**config.mk**
```make
export PLATFORM = sky130hd
export DESIGN_NAME = rvsteel_dma
export DESIGN_NICKNAME = d
export VERILOG_FILES = /design/src/rtl/rvsteel_dma_pkg.sv /design/src/rtl/rvsteel_dma_regs.sv /design/src/rtl/rvsteel_dma.sv
export SDC_FILE = /design/constraint.sdc
export NUM_CORES = 1
export LEC_CHECK = 0
export CAP_MARGIN = 20
export CORE_MARGIN = 2
export CORE_UTILIZATION = 53
export DETAILED_ROUTE_END_ITERATION = 10
export PLACE_DENSITY = 0.81
export SLEW_MARGIN = 25
export SYNTH_ARGS = -nofsm -noshare
export SYNTH_HDL_FRONTEND = slang
export SYNTH_SLANG_ARGS = --single-unit
export TNS_END_PERCENT = 10
```
**constraint.sdc**
```tcl
create_clock -name clock -period 11 [get_ports clock]
set_clock_uncertainty 0.05 [all_clocks]
set_input_delay 3.3 -clock clock [delete_from_list [all_inputs] [get_ports clock]]
set_output_delay 3.3 -clock clock [all_outputs]
set_load 0.005 [all_outputs]
```
**src/rtl/rvsteel_dma_pkg.sv**
```systemverilog
// rvsteel_dma_pkg: register map, control bit positions and FSM encodings
package rvsteel_dma_pkg;
  localparam logic [1:0] REG_SRC  = 2'd0;
  localparam logic [1:0] REG_DST  = 2'd1;
  localparam logic [1:0] REG_LEN  = 2'd2;
  localparam logic [1:0] REG_CTRL = 2'd3;
  localparam int CTRL_START = 0;
  localparam int CTRL_BUSY  = 1;
  localparam int CTRL_DONE  = 2;
  localparam int CTRL_IE    = 3;
  localparam logic [1:0] ST_IDLE   = 2'd0;
  localparam logic [1:0] ST_READ   = 2'd1;
  localparam logic [1:0] ST_WRITE  = 2'd2;
  localparam logic [1:0] ST_FINISH = 2'd3;
  function automatic logic [31:0] apply_strobe(input logic [31:0] old, input logic [31:0] nw, input logic [3:0] strb);
    logic [31:0] r;
    for (int i = 0; i < 4; i++) r[8*i+:8] = strb[i] ? nw[8*i+:8] : old[8*i+:8];
    return r;
  endfunction
endpackage

```
**src/rtl/rvsteel_dma_regs.sv**
```systemverilog
// rvsteel_dma_regs: managed-port register file with done/irq tracking
module rvsteel_dma_regs
  import rvsteel_dma_pkg::*;
(
  input  logic        clock,
  input  logic        reset,
  input  logic [31:0] rw_address,
  output logic [31:0] read_data,
  input  logic        read_request,
  output logic        read_response,
  input  logic [31:0] write_data,
  input  logic [3:0]  write_strobe,
  input  logic        write_request,
  output logic        write_response,
  output logic        irq,
  input  logic        irq_response,
  input  logic        busy,
  input  logic        done_set,
  output logic        start,
  output logic [31:0] src,
  output logic [31:0] dst,
  output logic [15:0] len
);
  logic [1:0]  sel;
  logic        ctrl_wr, done_clr, ie, done;
  logic [31:0] src_n, dst_n, len_n, ctrl, rdata;
  logic        unused;
  assign unused = ^{rw_address[31:4], rw_address[1:0], dst_n[1:0], len_n[31:16]};
  // decode writes and build the read mux
  always_comb begin
    sel = rw_address[3:2];
    src_n = apply_strobe(src, write_data, write_strobe);
    dst_n = apply_strobe(dst, write_data, write_strobe);
    len_n = apply_strobe({16'd0, len}, write_data, write_strobe);
    ctrl_wr = write_request && sel == REG_CTRL && write_strobe[0];
    start = ctrl_wr && write_data[CTRL_START] && !busy;
    done_clr = ctrl_wr && write_data[CTRL_DONE];
    ctrl = '0;
    ctrl[CTRL_BUSY] = busy;
    ctrl[CTRL_DONE] = done;
    ctrl[CTRL_IE] = ie;
    rdata = sel == REG_SRC ? src : sel == REG_DST ? dst : sel == REG_LEN ? {16'd0, len} : ctrl;
  end
  // register state, handshakes, done (set wins over clear) and irq
  always_ff @(posedge clock or posedge reset) begin
    if (reset) begin
      src <= '0;
      dst <= '0;
      len <= '0;
      ie <= 1'b0;
      done <= 1'b0;
      irq <= 1'b0;
      read_data <= '0;
      read_response <= 1'b0;
      write_response <= 1'b0;
    end else begin
      read_response <= read_request;
      write_response <= write_request;
      if (read_request) read_data <= rdata;
      if (write_request && !busy && sel == REG_SRC) src <= src_n;
      if (write_request && !busy && sel == REG_DST) dst <= {dst_n[31:2], 2'b00};
      if (write_request && !busy && sel == REG_LEN) len <= len_n[15:0];
      if (ctrl_wr) ie <= write_data[CTRL_IE];
      done <= done_set ? 1'b1 : done_clr ? 1'b0 : done;
      irq <= (done_set && ie) ? 1'b1 : (irq_response || done_clr) ? 1'b0 : irq;
    end
  end
endmodule

```
**src/rtl/rvsteel_dma.sv**
```systemverilog
// rvsteel_dma: word-copy DMA engine with managed and manager bus ports
module rvsteel_dma
  import rvsteel_dma_pkg::*;
(
  input  logic        clock,
  input  logic        reset,
  input  logic [31:0] rw_address,
  output logic [31:0] read_data,
  input  logic        read_request,
  output logic        read_response,
  input  logic [31:0] write_data,
  input  logic [3:0]  write_strobe,
  input  logic        write_request,
  output logic        write_response,
  output logic [31:0] m_rw_address,
  input  logic [31:0] m_read_data,
  output logic        m_read_request,
  input  logic        m_read_response,
  output logic [31:0] m_write_data,
  output logic [3:0]  m_write_strobe,
  output logic        m_write_request,
  input  logic        m_write_response,
  output logic        irq,
  input  logic        irq_response
);
  logic [1:0]  state;
  logic [31:0] cur_src, cur_dst, word, src, dst;
  logic [15:0] remaining, len;
  logic        start, busy, done_set;
  rvsteel_dma_regs regs (
    .clock(clock), .reset(reset), .rw_address(rw_address), .read_data(read_data),
    .read_request(read_request), .read_response(read_response), .write_data(write_data),
    .write_strobe(write_strobe), .write_request(write_request), .write_response(write_response),
    .irq(irq), .irq_response(irq_response), .busy(busy), .done_set(done_set), .start(start),
    .src(src), .dst(dst), .len(len)
  );
  // manager outputs derive from state only, so reset drops them at once
  always_comb begin
    busy = state != ST_IDLE;
    done_set = (state == ST_IDLE && start && len == 16'd0) || state == ST_FINISH;
    m_read_request = state == ST_READ;
    m_write_request = state == ST_WRITE;
    m_rw_address = m_read_request ? cur_src : m_write_request ? cur_dst : 32'd0;
    m_write_data = m_write_request ? word : 32'd0;
    m_write_strobe = m_write_request ? 4'b1111 : 4'b0000;
  end
  // transfer sequencing over working copies of the programmed registers
  always_ff @(posedge clock or posedge reset) begin
    if (reset) begin
      state <= ST_IDLE;
      cur_src <= '0;
      cur_dst <= '0;
      remaining <= '0;
      word <= '0;
    end else if (state == ST_IDLE) begin
      if (start && len != 16'd0) begin
        state <= ST_READ;
        cur_src <= src;
        cur_dst <= dst;
        remaining <= len;
      end
    end else if (state == ST_READ) begin
      if (m_read_response) begin
        word <= m_read_data;
        state <= ST_WRITE;
      end
    end else if (state == ST_WRITE) begin
      if (m_write_response) begin
        cur_src <= cur_src + 32'd4;
        cur_dst <= cur_dst + 32'd4;
        remaining <= remaining - 16'd1;
        state <= remaining == 16'd1 ? ST_FINISH : ST_READ;
      end
    end else begin
      state <= ST_IDLE;
    end
  end
endmodule

```
* Word-level counts from Yosys, hierarchy flattened *
Index checks and enable logic that the tools add are counted.

word-level totals
  bits in latches = 0
  memories kept = 0
  bits in writable memories = 0
  logic and storage cells = 107
  flip-flop bits (word level) = 229
  output and inout bits = 105
  ROM bits = 0
  input bits = 107

operators by class
  $add $sub $neg = 3
  shift-type cells = 0
  bitwise operators = 1
  multiplexer cells = 33
  order comparisons = 0
  equal/unequal tests = 11
  $mul = 0
  divide/modulo/power cells = 0
  reductions and logical operators = 38

operators by type and width
  operator               number
  $mux 32                15
  $mux 16                6
  $add 32x3->32 const B  2
  $reduce_and 2->1       10
  $eq 16x1->1 const B    1
  $logic_not 16->1       1
  $reduce_bool 16->1     1
  $sub 16x1->16 const B  1
  $mux 2                 7
  $logic_and 1x1->1      13
  $reduce_bool 2->1      5
  $eq 2x2->1 const B     4
  $reduce_and 3->1       2
  $eq 2x1->1 const B     2
  $logic_not 2->1        2
  $mux 1                 4
  $mux 4                 1
  $ne 2x1->1 const B     2
  $ne 4x2->1 const B     1
  $reduce_and 4->1       1
  $ne 3x1->1 const B     1
  $logic_or 1x1->1       2
  $logic_not 1->1        1
  $not 1->1              1

* Longest topological paths before layout *
  depth after elaboration = 10
  depth in mapped cells = 8
  depth with buffers taken out = 7

* Modules after synthesis *
From an unflattened synthesis, not the netlist that was laid out.

unflattened totals
  cells, all modules = 1,122
  area total of the unflattened synthesis = 11,711.2 um^2

modules (own cells, without submodules)
  module            area an instance (um^2)  instances  sequential area each (um^2)  cells an instance
  rvsteel_dma       6,750.2                  1          2,852.7                      764
  rvsteel_dma_regs  4,961.0                  1          2,877.8                      358

* Worst setup path before layout *
Ideal clock, no wire load.

  path kind = input port to flip-flop
  start = input write_strobe[0]
  end = register cur_src[11]
  path slack = 6.214 ns
  setup time = 0.127 ns
  stages on the path = 6
  required time = 10.823 ns
  path buffers = 1
  data arrival time = 4.610 ns
  path through = and4_1 > and3_1 > a21oi_1 > buf_2 > a21oi_1 > o2bb2a_1

between the ends
  cells in the longest elaborated chain, start to end = 6

RTL lines
  what                               line                    RTL
  from (decl)                        rvsteel_dma.sv:12       input logic [3:0] write_strobe,
  $logic_and 1x1->1                  rvsteel_dma_regs.sv:35  ctrl_wr = write_request && sel == REG_CTRL && write_strobe[0];
  $logic_and 1x1->1 (2 in a row)     rvsteel_dma_regs.sv:36  start = ctrl_wr && write_data[CTRL_START] && !busy;
  $logic_and 1x1->1                  rvsteel_dma.sv:56       if (start && len != 16'd0) begin
  $ne 2x1->1 (no source line)        -
  $reduce_and 4->1 (no source line)  -
  to (signal assigned)               rvsteel_dma.sv:58       cur_src <= src;
  to (signal assigned)               rvsteel_dma.sv:69       cur_src <= cur_src + 32'd4;
  to (decl)                          rvsteel_dma.sv:27       logic [31:0] cur_src, cur_dst, word, src, dst;

No other way between the ends.
A chain may end at the register's enable or synchronous reset.

* Final worst setup path *
  start = register state[1]
  end = output m_rw_address[8]

between the ends
  cells in the longest elaborated chain, start to end = 3
  elaborated cells on any way between the ends = 4
  classes of those cells = eq/ne: 2; mux: 2

RTL lines
  what                    line               RTL
  from (decl)             rvsteel_dma.sv:26  logic [1:0] state;
  from (signal assigned)  rvsteel_dma.sv:72  state <= remaining == 16'd1 ? ST_FINISH : ST_READ;
  $eq 2x2->1              rvsteel_dma.sv:42  m_write_request = state == ST_WRITE;
  $mux 32                 rvsteel_dma.sv:43  m_rw_address = m_read_request ? cur_src : m_write_request ? cur_dst : 32'd0;
  $mux 32 *               rvsteel_dma.sv:43
  to (decl)               rvsteel_dma.sv:15  output logic [31:0] m_rw_address,

Mark *: on every way between the ends. The rest lies on a longest branch, timed or not.

==> out/metrics.cfg <==
[drt]
drt.antenna.violating_nets=0
routedWlPerCell_microns=20.2
drt-initial-drc-count=801
num_vias=9658
drc=0
viasPerCell=6.24
wirelength_microns=31300
first_pass_iters=5
met2WireLength_microns=15400
routed.top_layer=met4
wl_met3_microns=2110
drt-met1-wl_microns=13000

[cts]
ctsLongestPathBuffers=3
cts.hold.buffers_added=0
cts_resized=0
cts_buffers=25
cts_root_buf=clkbuf_16
cts_tree=built
h-tree-depth=1
cts_setup_buffers=0
cts.sinks=227
clock_latency_ns=0.53
clkSlewWorstSetupHoldPaths_ns=0.06

[critical_path]
crit_start=state[1]
crit_path_end_kind=primary output
timing.critical_path.arrival_ns=2.87
cp_max_fo=53
crit_type=flop to primary output
reg2regPathDepth=7
crit_required_ns=7.65
cp-start-kind=flop
timing.rr.start=state[1]
reg2reg_to=cur_dst[10]
crit_path_end=m_rw_address[8]
rrSetupSlack_ns=7.60

[timing]
worst_slew_pin_slew_ns=1.05
hold_violations=0
max_clock_freq_mhz=161
min_period_ns=6.22
slew_headroom=0.301
rsz0062_at_grt=false
setup_violations=0
slew_viol_final=0
tns_ns=0
fin_crit_sh=0.566
holdWs_ns=0.444

[outcome]
status=finished clean

[synthesis]
ys_ff_latch=227
synth_area_leaders=dfrtp_1 (50%), mux2_2 (11%), a21oi_1 (4.7%)
ys.warnings.count=0
ys_async_sr_fraction=1.00
synth-main-ff-cell=dfrtp_1
syn_area_sq_um=11400
synth_nets=1230
synth_top_area_cell=dfrtp_1
synth_top_cells_by_count=dfrtp_1 (227), mux2_2 (116), a21oi_1 (107), nor2_1 (82), nand2_1 (70)
netlist_instances=1119
yosysMostFrequentCell=dfrtp_1
synth_edf_count=0
synth_cell_types=61
synth_area_per_cell_sq_um=10.2
seq_area_frac_synth=0.497
synth_top_area_frac=0.497

[die]
pin_count=212
fp-row-count=53
die_x_microns=151
start_util=0.542
core-area_sq_um=21100
die_height_microns=151
die_area_sq_um=22800

[placement]
place.gp.congestion=0.883
dp_hpwl_microns=21200
portBuffers=181

[layout]
area_delta_synth_final_pct=24.8
n_fill_cell=1611
fin_nets=1364
diodes=0
drive_gt1_frac=0.150

[pwr]
total_power_w=0.00397
power_density_nw_per_um2=278
peakVddDrop_mv=0.136
power.leakage_nw=5.82

[grt]
grt_max_degree=83
grt_pass1_wl_microns=49900
grt_pass1_vias=9452
grtUsageTotal=0.274
grt_overflow=0
antenna_found_initial=0

[flow_run]
maxCapViolCount=0

[min_path]
hold_class=flop to flop

## worst max-delay path: stages, from the launching register on
cell             delay (ns)
dfrtp_1                0.50
nor2b_4                0.51
buf_4                  0.52
a22o_1                 0.24
clkdlybuf4s50_1        0.56
## registers in the layout (all words and copies together), names as in the netlist, 2 cells and up
name	count
remaining	16
regs.read_data	32
regs.len	16
word	32
regs.src	32
regs.dst	30
cur_src	32
state	2
cur_dst	30
## routing by layer
metal  global-route usage  vias up
li1                     -     4398
met1                0.377     4821
met2                0.450      372
met3               0.0407       67
met4               0.0902        0
met5                    0        -
## layout by cell type (no fill, tap or decap), types with 4 or more instances in the layout
cell / instances
o2bb2ai_1: 4
clkbuf_16: 25
and3_1: 11
a32oi_1: 4
o22a_1: 11
and4_1: 5
nand3_1: 42
a2bb2oi_1: 12
nand4_1: 16
clkinv_2: 4
a211oi_1: 5
mux2_2: 116
o31ai_1: 4
mux2i_1: 30
o21ai_0: 55
dfrtp_1: 227
clkdlybuf4s50_1: 179
o22ai_1: 41
a311oi_1: 5
bufinv_16: 4
nor4_1: 11
clkbuf_8: 4
inv_1: 26
ha_1: 4
o2bb2a_1: 4
nor3_1: 10
a22o_1: 27
buf_4: 11
a31oi_1: 9
a22oi_1: 7
a21oi_1: 106
nor2_1: 81
and2_1: 40
nand2_1: 70
## per-stage QoR
stage	utilization	setup slack, ns	cells	instance area, sq um
after CTS	0.676	4.79	1547	14300
after global routing	0.676	4.66	1547	14300
final	0.676	4.78	1547	14300
after floorplan	-	1.43	1119	11400
after detailed placement	0.634	4.83	1501	13400
after global placement	0.634	4.90	1501	13400
## kinds of logic after synthesis
| kind of cell | count (synthesis) | share of synthesized area |
|---|---|---|
| mux | 148 | 0.145 |
| simple gates | 311 | 0.137 |
| buf+inv | 113 | 0.0399 |
| compound gates | 316 | 0.178 |
| fa+ha+maj | 4 | 0.00438 |
| flops | 227 | 0.497 |
## power breakdown
group | leakage [nW] | internal, W | switching [W]
Clock | 0.430 | 0.000541 | 0.000350
Sequential | 2.72 | 0.00122 | 0.000400
Combinational | 2.66 | 0.000744 | 0.000712
## area by class of cell
class	count	area (sq um)	share of cell area
clock inverter	14	190	0.0133
clock buffer	32	692	0.0485
timing repair buffer	193	1900	0.133
tap	275	344	0.0241
sequential	227	5680	0.398
multi-input combinational	779	5350	0.375
inverter	27	109	0.00763
## worst min path at each step
stage	end	slack, ns	startpoint	depth (start not counted)
floorplan	regs.done	0.39	regs.done	1
global placement	regs.done	0.41	regs.done	1
detailed placement	regs.done	0.43	regs.done	1
CTS	regs.done	0.45	regs.done	1
global route	word[18]	0.46	word[18]	1
finish	word[4]	0.44	word[4]	1
Power figures use the tool's default switching activity.
